--- config.mk ---
export PLATFORM = sky130hd
export DESIGN_NAME = ysyx_040729_clint_arb
export DESIGN_NICKNAME = d
export VERILOG_FILES = /design/src/rtl/ysyx_040729_clint_pkg.sv /design/src/rtl/ysyx_040729_rr_arb2.sv /design/src/rtl/ysyx_040729_clint_arb.sv
export SDC_FILE = /design/constraint.sdc
export NUM_CORES = 1
export LEC_CHECK = 0
export ABC_AREA = 1
export CORE_AREA = 10 10 230 232
export DETAILED_ROUTE_END_ITERATION = 7
export DIE_AREA = 0 0 240 242
export GPL_TIMING_DRIVEN = 0
export HOLD_SLACK_MARGIN = 0.1
export PLACE_DENSITY = 0.58
export SETUP_SLACK_MARGIN = 0.4
export SLEW_MARGIN = 20
export SYNTH_ARGS = -nofsm -noshare
export SYNTH_HDL_FRONTEND = slang
export SYNTH_HIERARCHICAL = 1
export SYNTH_SLANG_ARGS = --single-unit
--- constraint.sdc ---
create_clock -name clk -period 2 [get_ports clk]
set_input_delay 0.2 -clock clk [delete_from_list [all_inputs] [get_ports clk]]
set_output_delay 0.2 -clock clk [all_outputs]
set_load 0.01 [all_outputs]
--- src/rtl/ysyx_040729_clint_pkg.sv ---
// Shared types, address map constants and helpers for the CLINT port arbiter.
package ysyx_040729_clint_pkg;

  typedef enum logic [1:0] {
    StIdle,
    StRd,
    StWr,
    StResp
  } arb_state_e;

  // CLINT register map: upper address bits and the two mapped word offsets.
  localparam logic [47:0] CLINT_BASE   = 48'h200;
  localparam logic [15:0] MTIME_OFF    = 16'hbff8;
  localparam logic [15:0] MTIMECMP_OFF = 16'h4000;

  // Widest data path the mask helper supports; narrower builds slice the result.
  localparam int unsigned MAX_DATA_WIDTH = 64;
  localparam int unsigned MAX_STRB_WIDTH = MAX_DATA_WIDTH / 8;

  // Expand each byte-enable bit into a full byte of mask.
  function automatic logic [MAX_DATA_WIDTH-1:0] strb_to_mask(
    input logic [MAX_STRB_WIDTH-1:0] strb
  );
    logic [MAX_DATA_WIDTH-1:0] mask;
    mask = '0;
    for (int i = 0; i < int'(MAX_STRB_WIDTH); i++) begin
      mask[8*i +: 8] = {8{strb[i]}};
    end
    return mask;
  endfunction

endpackage

--- src/rtl/ysyx_040729_rr_arb2.sv ---
// Two-way round-robin arbiter.
// Ports:
//   clk, rst   clock and synchronous active-high reset
//   req[1:0]   request vector (bit 0 = m0, bit 1 = m1)
//   advance    a grant was consumed this cycle; move the pointer
//   gnt[1:0]   one-hot grant (all zero when nothing requests)
module ysyx_040729_rr_arb2 (
  input  logic       clk,
  input  logic       rst,
  input  logic [1:0] req,
  input  logic       advance,
  output logic [1:0] gnt
);

  // 0: m0 preferred, 1: m1 preferred.
  logic ptr_q, ptr_d;

  always_comb begin
    gnt   = req;
    if (req == 2'b11) begin
      gnt = ptr_q ? 2'b10 : 2'b01;
    end
    ptr_d = ptr_q;
    // After granting m0 prefer m1 next, and vice versa.
    if (advance) begin
      ptr_d = gnt[0];
    end
  end

  always_ff @(posedge clk) begin
    if (rst) begin
      ptr_q <= 1'b0;
    end else begin
      ptr_q <= ptr_d;
    end
  end

endmodule

--- src/rtl/ysyx_040729_clint_arb.sv ---
// Shares the single CLINT register port between the core LSU (m0) and a debug/DMA
// master (m1). One transaction in flight, round-robin between the two requesters.
// Byte-strobed writes become full-word CLINT writes via read-modify-write.
// Ports:
//   clk, rst              clock and synchronous active-high reset
//   mN_req_*              request channel (valid/ready, addr, wen, wdata, wstrb)
//   mN_resp_*             response channel (valid/ready, rdata, err)
//   clint_addr/wdata/wen  CLINT register port; clint_wen is a one-cycle pulse
//   clint_rdata           combinational CLINT read data
// Configuration:
//   CLINT_ARB_DECERR_EN   when defined, unmapped addresses skip the CLINT and return
//                         resp_err = 1; otherwise every access goes to the CLINT.
module ysyx_040729_clint_arb
  import ysyx_040729_clint_pkg::*;
#(
  parameter int unsigned DATA_WIDTH = 64,
  parameter int unsigned STRB_WIDTH = DATA_WIDTH / 8
) (
  input  logic                  clk,
  input  logic                  rst,
  input  logic                  m0_req_valid,
  output logic                  m0_req_ready,
  input  logic [DATA_WIDTH-1:0] m0_req_addr,
  input  logic                  m0_req_wen,
  input  logic [DATA_WIDTH-1:0] m0_req_wdata,
  input  logic [STRB_WIDTH-1:0] m0_req_wstrb,
  output logic                  m0_resp_valid,
  input  logic                  m0_resp_ready,
  output logic [DATA_WIDTH-1:0] m0_resp_rdata,
  output logic                  m0_resp_err,
  input  logic                  m1_req_valid,
  output logic                  m1_req_ready,
  input  logic [DATA_WIDTH-1:0] m1_req_addr,
  input  logic                  m1_req_wen,
  input  logic [DATA_WIDTH-1:0] m1_req_wdata,
  input  logic [STRB_WIDTH-1:0] m1_req_wstrb,
  output logic                  m1_resp_valid,
  input  logic                  m1_resp_ready,
  output logic [DATA_WIDTH-1:0] m1_resp_rdata,
  output logic                  m1_resp_err,
  output logic [DATA_WIDTH-1:0] clint_addr,
  output logic [DATA_WIDTH-1:0] clint_wdata,
  output logic                  clint_wen,
  input  logic [DATA_WIDTH-1:0] clint_rdata
);

  arb_state_e            state_q, state_d;
  logic                  id_q, id_d;
  logic [DATA_WIDTH-1:0] addr_q, addr_d;
  logic                  wen_q, wen_d;
  logic [DATA_WIDTH-1:0] wdata_q, wdata_d;
  logic [STRB_WIDTH-1:0] wstrb_q, wstrb_d;
  logic [DATA_WIDTH-1:0] rdata_q, rdata_d;
  logic                  err_q, err_d;

  logic [1:0]                gnt;
  logic                      accept;
  logic [DATA_WIDTH-1:0]     sel_addr, sel_wdata;
  logic                      sel_wen;
  logic [STRB_WIDTH-1:0]     sel_wstrb;
  arb_state_e                acc_state;
  logic [MAX_DATA_WIDTH-1:0] mask_full;
  logic [DATA_WIDTH-1:0]     mask, merged;
  logic                      resp_ready_sel;

  ysyx_040729_rr_arb2 u_rr_arb2 (
    .clk     (clk),
    .rst     (rst),
    .req     ({m1_req_valid, m0_req_valid}),
    .advance (accept),
    .gnt     (gnt)
  );

  assign m0_req_ready = (state_q == StIdle) & gnt[0] & ~rst;
  assign m1_req_ready = (state_q == StIdle) & gnt[1] & ~rst;
  assign accept       = m0_req_ready | m1_req_ready;

  assign sel_addr  = gnt[1] ? m1_req_addr  : m0_req_addr;
  assign sel_wen   = gnt[1] ? m1_req_wen   : m0_req_wen;
  assign sel_wdata = gnt[1] ? m1_req_wdata : m0_req_wdata;
  assign sel_wstrb = gnt[1] ? m1_req_wstrb : m0_req_wstrb;

  assign mask_full = strb_to_mask(MAX_STRB_WIDTH'(wstrb_q));
  assign mask      = mask_full[DATA_WIDTH-1:0];
  // A concurrent mtime increment between RD and WR is deliberately overwritten here.
  assign merged    = (clint_rdata & ~mask) | (wdata_q & mask);

  assign resp_ready_sel = id_q ? m1_resp_ready : m0_resp_ready;

`ifdef CLINT_ARB_DECERR_EN
  logic dec_hit;
  // Bits [2:0] select a byte within the word and take no part in the decode.
  assign dec_hit = (sel_addr[DATA_WIDTH-1:16] == (DATA_WIDTH-16)'(CLINT_BASE)) &&
                   ((sel_addr[15:3] == MTIMECMP_OFF[15:3]) ||
                    (sel_addr[15:3] == MTIME_OFF[15:3]));
`endif

  // Path taken by a mapped access, chosen from the request being accepted.
  always_comb begin
    acc_state = StRd;
    if (sel_wen) begin
      if (sel_wstrb == '0) begin
        acc_state = StResp;
      end else if (&sel_wstrb) begin
        acc_state = StWr;
      end else begin
        acc_state = StRd;
      end
    end
  end

  always_comb begin
    state_d = state_q;
    id_d    = id_q;
    addr_d  = addr_q;
    wen_d   = wen_q;
    wdata_d = wdata_q;
    wstrb_d = wstrb_q;
    rdata_d = rdata_q;
    err_d   = err_q;
    unique case (state_q)
      StIdle: begin
        if (accept) begin
          id_d    = gnt[1];
          addr_d  = sel_addr;
          wen_d   = sel_wen;
          wdata_d = sel_wdata;
          wstrb_d = sel_wstrb;
          rdata_d = '0;
          err_d   = 1'b0;
          state_d = acc_state;
`ifdef CLINT_ARB_DECERR_EN
          if (!dec_hit) begin
            err_d   = 1'b1;
            state_d = StResp;
          end
`endif
        end
      end
      StRd: begin
        if (wen_q) begin
          wdata_d = merged;
          state_d = StWr;
        end else begin
          rdata_d = clint_rdata;
          state_d = StResp;
        end
      end
      StWr: begin
        state_d = StResp;
      end
      StResp: begin
        if (resp_ready_sel) begin
          state_d = StIdle;
        end
      end
      default: begin
        state_d = StIdle;
      end
    endcase
  end

  always_ff @(posedge clk) begin
    if (rst) begin
      state_q <= StIdle;
      id_q    <= 1'b0;
      addr_q  <= '0;
      wen_q   <= 1'b0;
      wdata_q <= '0;
      wstrb_q <= '0;
      rdata_q <= '0;
      err_q   <= 1'b0;
    end else begin
      state_q <= state_d;
      id_q    <= id_d;
      addr_q  <= addr_d;
      wen_q   <= wen_d;
      wdata_q <= wdata_d;
      wstrb_q <= wstrb_d;
      rdata_q <= rdata_d;
      err_q   <= err_d;
    end
  end

  assign clint_addr  = addr_q;
  assign clint_wdata = wdata_q;
  // Gated by rst so a reset landing in WR suppresses the write.
  assign clint_wen   = (state_q == StWr) & ~rst;

  assign m0_resp_valid = (state_q == StResp) & ~id_q;
  assign m1_resp_valid = (state_q == StResp) & id_q;
  assign m0_resp_rdata = m0_resp_valid ? rdata_q : '0;
  assign m1_resp_rdata = m1_resp_valid ? rdata_q : '0;
  assign m0_resp_err   = m0_resp_valid & err_q;
  assign m1_resp_err   = m1_resp_valid & err_q;

endmodule

==> results of run 1 <==
==> worst max-delay path: stages, from the launching register on <==
cell and delay, ps:
sky130_fd_sc_hd__dfxtp_4 360, sky130_fd_sc_hd__ha_4 170, sky130_fd_sc_hd__inv_2 50, sky130_fd_sc_hd__nor2_4 140, sky130_fd_sc_hd__buf_12 140, sky130_fd_sc_hd__buf_8 120
sky130_fd_sc_hd__inv_8 60, sky130_fd_sc_hd__buf_8 140, sky130_fd_sc_hd__nor2_1 80, sky130_fd_sc_hd__buf_2 150
==> per-layer routing <==
layer / GRT usage [%] / routed length [µm] / vias to the layer above
met3: 7.09 / 6170 / 134
met4: 8.41 / 2750 / 4
met1: 22.6 / 26200 / 6543
met2: 34.5 / 32100 / 669
li1: - / - / 6536
met5: 0 / 32 / -
==> cell type report <==
type,count,share of cell area [%]
Clock inverter,10,0.650
Clock buffer,37,3.73
Inverter,99,1.94
Buffer,128,6.36
Sequential cell,205,19.6
Antenna cell,3,0.0358
Timing Repair Buffer,687,33.6
Tap cell,622,3.71
Multi-Input combinational cell,1091,30.2
Timing Repair inverter,2,0.107
==> cell usage after synthesis <==
cell type	instances	area share, %
sky130_fd_sc_hd__nand2_1	325	12
sky130_fd_sc_hd__buf_1	4	0.15
sky130_fd_sc_hd__a21boi_0	1	0.075
sky130_fd_sc_hd__nand3_2	2	0.20
sky130_fd_sc_hd__inv_2	5	0.19
sky130_fd_sc_hd__buf_6	1	0.11
sky130_fd_sc_hd__buf_2	40	2.0
sky130_fd_sc_hd__nand3_1	68	3.4
sky130_fd_sc_hd__conb_1	1	0.037
sky130_fd_sc_hd__o21ai_1	100	5.0
sky130_fd_sc_hd__a21oi_1	141	7.0
sky130_fd_sc_hd__buf_4	14	1.0
sky130_fd_sc_hd__ha_1	5	0.62
sky130_fd_sc_hd__inv_1	94	3.5
sky130_fd_sc_hd__a31oi_1	64	4.0
sky130_fd_sc_hd__nor2_1	208	7.8
sky130_fd_sc_hd__dfxtp_1	205	41
sky130_fd_sc_hd__o22ai_1	64	4.0
sky130_fd_sc_hd__nand2_2	6	0.37
sky130_fd_sc_hd__clkbuf_1	69	2.6
sky130_fd_sc_hd__o21ai_0	105	5.2
==> timing repair <==
item | 4_1_cts | 5_1_grt
setup endpoints to repair | 465 | 465
pin swaps | 4 | 51
hold endpoints to repair | 0 | 0
gates resized for setup | 658 | 691
cloned | 6 | 15
hold buffers | 0 | 0
buffers inserted | 19 | 45
==> power by group <==
group | total, mW | switching, mW | internal [mW]
combinational | 14.4 | 7.93 | 6.47
clock | 5.05 | 1.95 | 3.10
sequential | 6.36 | 0.859 | 5.50
total | 25.8 | 10.7 | 15.1
==> final timing paths <==
kind | start | end | cells after the start
max | state_q[1] | m0_resp_rdata[10] | 9
min | m0_req_addr[38] | clint_addr[38] | 3
max reg2reg | state_q[1] | flip-flop | 13
min reg2reg | flip-flop | flip-flop | 2
==> kinds of logic (layout without fill, tap and decap cells) <==
logic type      Yosys count  count (layout)  synth area share [%]
simple gates            609             609                  23.8
compound gates          475             475                  25.2
buf+inv                 227             963                  9.55
flops                   205             205                  40.8
fa+ha+maj                 5               5                 0.621
other cells               1               5                0.0372
==> layout by cell type, fill, tap and decap left out, types with 3 or more instances in the layout <==
master	instances
sky130_fd_sc_hd__a21oi_1	86
sky130_fd_sc_hd__a21oi_2	54
sky130_fd_sc_hd__a31oi_1	64
sky130_fd_sc_hd__buf_12	37
sky130_fd_sc_hd__buf_16	5
sky130_fd_sc_hd__buf_2	74
sky130_fd_sc_hd__buf_4	37
sky130_fd_sc_hd__buf_6	106
sky130_fd_sc_hd__buf_8	22
sky130_fd_sc_hd__bufinv_16	3
sky130_fd_sc_hd__clkbuf_1	29
sky130_fd_sc_hd__clkbuf_16	43
sky130_fd_sc_hd__clkbuf_2	13
sky130_fd_sc_hd__clkbuf_4	7
sky130_fd_sc_hd__clkbuf_8	7
sky130_fd_sc_hd__clkdlybuf4s50_1	471
sky130_fd_sc_hd__clkinv_2	4
sky130_fd_sc_hd__clkinv_4	5
sky130_fd_sc_hd__dfxtp_1	201
sky130_fd_sc_hd__diode_2	3
sky130_fd_sc_hd__ha_4	3
sky130_fd_sc_hd__inv_1	88
sky130_fd_sc_hd__inv_2	5
sky130_fd_sc_hd__inv_8	3
sky130_fd_sc_hd__nand2_1	246
sky130_fd_sc_hd__nand2_2	65
sky130_fd_sc_hd__nand2_4	11
sky130_fd_sc_hd__nand2_8	9
sky130_fd_sc_hd__nand3_1	59
sky130_fd_sc_hd__nand3_2	9
sky130_fd_sc_hd__nor2_1	98
sky130_fd_sc_hd__nor2_2	46
sky130_fd_sc_hd__nor2_4	64
sky130_fd_sc_hd__o21ai_0	97
sky130_fd_sc_hd__o21ai_1	104
sky130_fd_sc_hd__o22ai_1	62
==> impl_metrics.tcl, run 1 <==
set metrics [dict create \
    outcome "complete, but fails checks" \
    failed_checks "negative setup slack" \
    worst-slew-pin-transition_ps 781 \
    floorplan.initialDensity_pct 20.8 \
    post_synthesis_area_per_instance_um2 6.62 \
    critical_path.max_fanout 10 \
    grt_use_total_pct 20.3 \
    cts.path.max_buffers 3 \
    slew_violations 0 \
    clock_sinks 205 \
    dpl_worst_slack_ps -929 \
    detailed_place_hpwl_mm 50.1 \
    dr.first_iter.drc_count 727 \
    setup.worst_path.start_class "flip-flop" \
    clkSlewWorstSetupHoldPaths_ps 60 \
    place_area_um2 16900 \
    crit_arrival_ps 1970 \
    rsz0062_at_grt "yes" \
    postLayoutCoreUtil_pct 43.3 \
    fin_ws_ps -175 \
    final_cells 2884 \
    htree_levels 1 \
    floorplan.io_pins 607 \
    power_per_cell_area_nw_per_um2 1230 \
    routed-via-count 13900 \
    insertion_delay_ps 560 \
    setup_tns_ps -8640 \
    first_global_vias 13700 \
    placed_cells_incl_taps 2749 \
    grt_pass1_wl_mm 89.3 \
    finish_stage_setup_viols 156 \
    gp_congestion 0.910 \
    die_h_um 242 \
    antenna_violations_before_repair 5 \
    area_growth_pct 108 \
    total_design_power_mw 25.8 \
    buffer_ports.inserted 604 \
    globalRouteOverflowTotal 0 \
    final_nets 2590 \
    number_of_instances_in_the_synthesized_netlist 1522 \
    synth.ff_latch_count 205 \
    timing.final.crit_share_pct 109 \
    detail_route.drc_violations 0 \
    total_die_area_um2 58100 \
    routed_wl_mm 67.2 \
    proportion_of_layout_cells_with_a_drive_suffix_above_1_pct 28.7 \
    tritoncts "built" \
    final_hold_violating_endpoints 0 \
    synth.lib_cells_used.distinct 21 \
    worst_ir_drop_vdd_v 0.000655 \
    via_per_inst 4.81 \
    data_required_time_at_the_worst_endpoint_ps 1800 \
    antenna_left 0 \
    design_area_um2 21000 \
    finalHoldWorstSlack_ps 212 \
    syn-cell-area_um2 10100 \
    wire_per_inst_um 23.3 \
    floorplan.rows 81 \
    drv.max_cap_violation_count 0 \
    fillerInstances 4822 \
    achievable-frequency_mhz 460 \
    worst_setup_slack_for_register_to_register_paths_ps -100 \
    area_taken_by_multi_input_logic_gates_um2 6340 \
    path_class "flip-flop to output port" \
    grt_max_degree 13 \
    yosysSeqAreaShare_pct 40.8 \
    finalWorstPathRequiredPeriod_ps 2170 \
    yosysWarningCount 6 \
    numCtsBuffers 27 \
    timing.hold.worst.class "input port to flip-flop" \
    core-area_um2 48400 \
    static_power_due_to_leakage_nw 8.17 \
    die_width_um 240 \
    drt_pre_antenna_iters 5 \
    finalClockSkew_ps 32.1 \
    maxSlewHeadroom_pct 47.9 \
    end_kind "output port" \
    ctsRootBufferMaster "sky130_fd_sc_hd__clkbuf_16" \
    regArea_um2 4110 \
]
Note: power is estimated with default switching activity, not from simulation.
==> run 2, diff against run 1 <==
--- a/config.mk
+++ b/config.mk
@@ -6,12 +6,12 @@
 export NUM_CORES = 1
 export LEC_CHECK = 0
 export ABC_AREA = 1
-export CORE_AREA = 10 10 230 232
+export CORE_AREA = 10 10 228 230
 export DETAILED_ROUTE_END_ITERATION = 7
-export DIE_AREA = 0 0 240 242
+export DIE_AREA = 0 0 238 240
 export GPL_TIMING_DRIVEN = 0
 export HOLD_SLACK_MARGIN = 0.1
-export PLACE_DENSITY = 0.58
+export PLACE_DENSITY = 0.61
 export SETUP_SLACK_MARGIN = 0.4
 export SLEW_MARGIN = 20
 export SYNTH_ARGS = -nofsm -noshare
==> constraint.sdc (replaced) <==
create_clock -name clk -period 1.9 [get_ports clk]
set_input_delay 0.19 -clock clk [delete_from_list [all_inputs] [get_ports clk]]
set_output_delay 0.19 -clock clk [all_outputs]
set_load 0.01 [all_outputs]
==> run 2 against run 1 <==
Against the previous run: the flow still finishes with violations (negative setup slack); sequential cell count unchanged; worst hold slack worse by 2.9 ps; critical path depth decreased by 2; via count shrank 2.6%; first-iteration DRC count up 7.7%; cell area down 7.3%; worst setup slack got worse by 110 ps.
==> impl_metrics.tcl, run 2 (synthesis results as in run 1) <==
set metrics [dict create \
    end_kind "output port" \
    floorplan.initialDensity_pct 21.3 \
    htree_levels 1 \
    maxSlewHeadroom_pct 57.7 \
    floorplan.io_pins 607 \
    slew_violations 0 \
    finish_stage_setup_viols 138 \
    clock_sinks 205 \
    globalRouteOverflowTotal 0 \
    detail_route.drc_violations 0 \
    antenna_left 0 \
    grt_pass1_wl_mm 89.4 \
    core-area_um2 47300 \
    outcome "complete, but fails checks" \
    worst_ir_drop_vdd_v 0.000606 \
    clkSlewWorstSetupHoldPaths_ps 60 \
    finalWorstPathRequiredPeriod_ps 2180 \
    cts.path.max_buffers 3 \
    area_growth_pct 93.1 \
    total_die_area_um2 57100 \
    reg2reg_from "state_q[1]" \
    min_delay_path_depth 3 \
    path_class "flip-flop to output port" \
    via_per_inst 4.76 \
    detailed_place_hpwl_mm 50.5 \
    most-common-layout-cells "471 x sky130_fd_sc_hd__clkdlybuf4s50_1, 313 x sky130_fd_sc_hd__nand2_1, 201 x sky130_fd_sc_hd__dfxtp_1" \
    worstSetupStartpoint "state_q[1]" \
    static_power_due_to_leakage_nw 7.52 \
    grt_max_degree 13 \
    worst_hold_endpoint "clint_addr[9]" \
    mostFrequentLayoutCell "sky130_fd_sc_hd__clkdlybuf4s50_1" \
    cts_hold_buf 0 \
    grt_use_total_pct 20.9 \
    ctsRootBufferMaster "sky130_fd_sc_hd__clkbuf_16" \
    worst-slew-pin-transition_ps 634 \
    antenna_violations_before_repair 11 \
    die_width_um 238 \
    first_global_vias 13600 \
    routed-via-count 13500 \
    holdCritStartpoint "m0_req_addr[9]" \
    finalClockSkew_ps 14.6 \
    wire_per_inst_um 22.6 \
    drv.max_cap_violation_count 0 \
    rsz0062_at_grt "yes" \
    timing.final.crit_share_pct 115 \
    failed_checks "negative setup slack" \
    floorplan.rows 80 \
    gp_congestion 0.943 \
    power_per_cell_area_nw_per_um2 1250 \
    critical_path.max_fanout 10 \
    final_nets 2550 \
    worst_setup_slack_for_register_to_register_paths_ps -60 \
    achievable-frequency_mhz 458 \
    dr.first_iter.drc_count 783 \
    fin_ws_ps -282 \
    postLayoutCoreUtil_pct 41.1 \
    crit_arrival_ps 1990 \
    routed_wl_mm 64.2 \
    buffer_ports.inserted 604 \
    timing.hold.worst.class "input port to flip-flop" \
    setup_tns_ps -20360 \
    length_in_cells_of_the_worst_reg_to_reg_path 11 \
    proportion_of_layout_cells_with_a_drive_suffix_above_1_pct 18.9 \
    die_h_um 240 \
    setup.worst_path.start_class "flip-flop" \
    drt_pre_antenna_iters 5 \
    numCtsBuffers 27 \
    tritoncts "built" \
    data_required_time_at_the_worst_endpoint_ps 1710 \
    insertion_delay_ps 550 \
    final_hold_violating_endpoints 0 \
]
==> run 2: routing by layer <==
| layer | share of wire (%) | routed length (µm) | global-route usage (%) | up-vias |
|---|---|---|---|---|
| met5 | 0.072 | 46 | 0 | - |
| met4 | 3.7 | 2390 | 7.90 | 8 |
| met3 | 9.1 | 5830 | 7.05 | 114 |
| met2 | 49 | 31700 | 37.1 | 616 |
| met1 | 38 | 24200 | 22.6 | 6335 |
| li1 | - | - | - | 6453 |
==> run 2: per-stage QoR <==
step                      instance area (µm²)  hold slack, ps  cells  worst slack, ps  power (mW)
final                                   19400             209   2839             -282        24.3
after global routing                    19400             193   2837             -355        25.8
after CTS                               19000             169   2825             -316        24.3
after detailed placement                17000             452   2742            -1170        17.8
after global placement                  17000             448   2742            -1460        17.7
after floorplan                         10200             330   1523              376        12.3
==> run 2: critical path, cell delays in order (launching register included) <==
cell	delay, ps
sky130_fd_sc_hd__dfxtp_4	370
sky130_fd_sc_hd__ha_4	170
sky130_fd_sc_hd__inv_1	70
sky130_fd_sc_hd__nor2_4	140
sky130_fd_sc_hd__inv_6	120
sky130_fd_sc_hd__clkbuf_8	190
sky130_fd_sc_hd__nor2_2	130
sky130_fd_sc_hd__clkdlybuf4s15_2	250
==> run 2: power by group <==
group	internal [mW]	switching (mW)	leakage, nW	total, mW
registers	5.78	0.801	1.69	6.58
logic	5.34	6.98	5.38	12.3
clock network	3.30	2.09	0.449	5.39
total	14.4	9.87	7.52	24.3
==> run 2: worst max path at each step <==
| stage | end | slack (ps) | cells after the start |
|---|---|---|---|
| floorplan | rdata_q[37] | 380 | 10 |
| global placement | clint_addr[5] | -1460 | 6 |
| detailed placement | m1_resp_rdata[57] | -1170 | 6 |
| CTS | m0_resp_rdata[45] | -320 | 7 |
| global route | m0_resp_rdata[45] | -360 | 7 |
| finish | m0_resp_rdata[16] | -280 | 7 |
==> run 2: area by class of cell <==
cell class	instances	area, µm²
Buffer	128	1100
Inverter	99	389
Timing Repair inverter	1	6.26
Antenna cell	4	10.0
Multi-Input combinational cell	1091	5500
Sequential cell	205	4110
Timing Repair Buffer	648	6630
Clock buffer	35	746
Fill cell	4821	27900
Tap cell	615	769
Clock inverter	13	183
==> run 2: what timing repair did <==
item / CTS / global route
resized for setup: 713 / 116
buffers inserted: 27 / 8
pin swaps: 5 / 4
setup endpoints to repair: 465 / 465
endpoints found under the hold margin: 0 / 0
cloned: 8 / 2
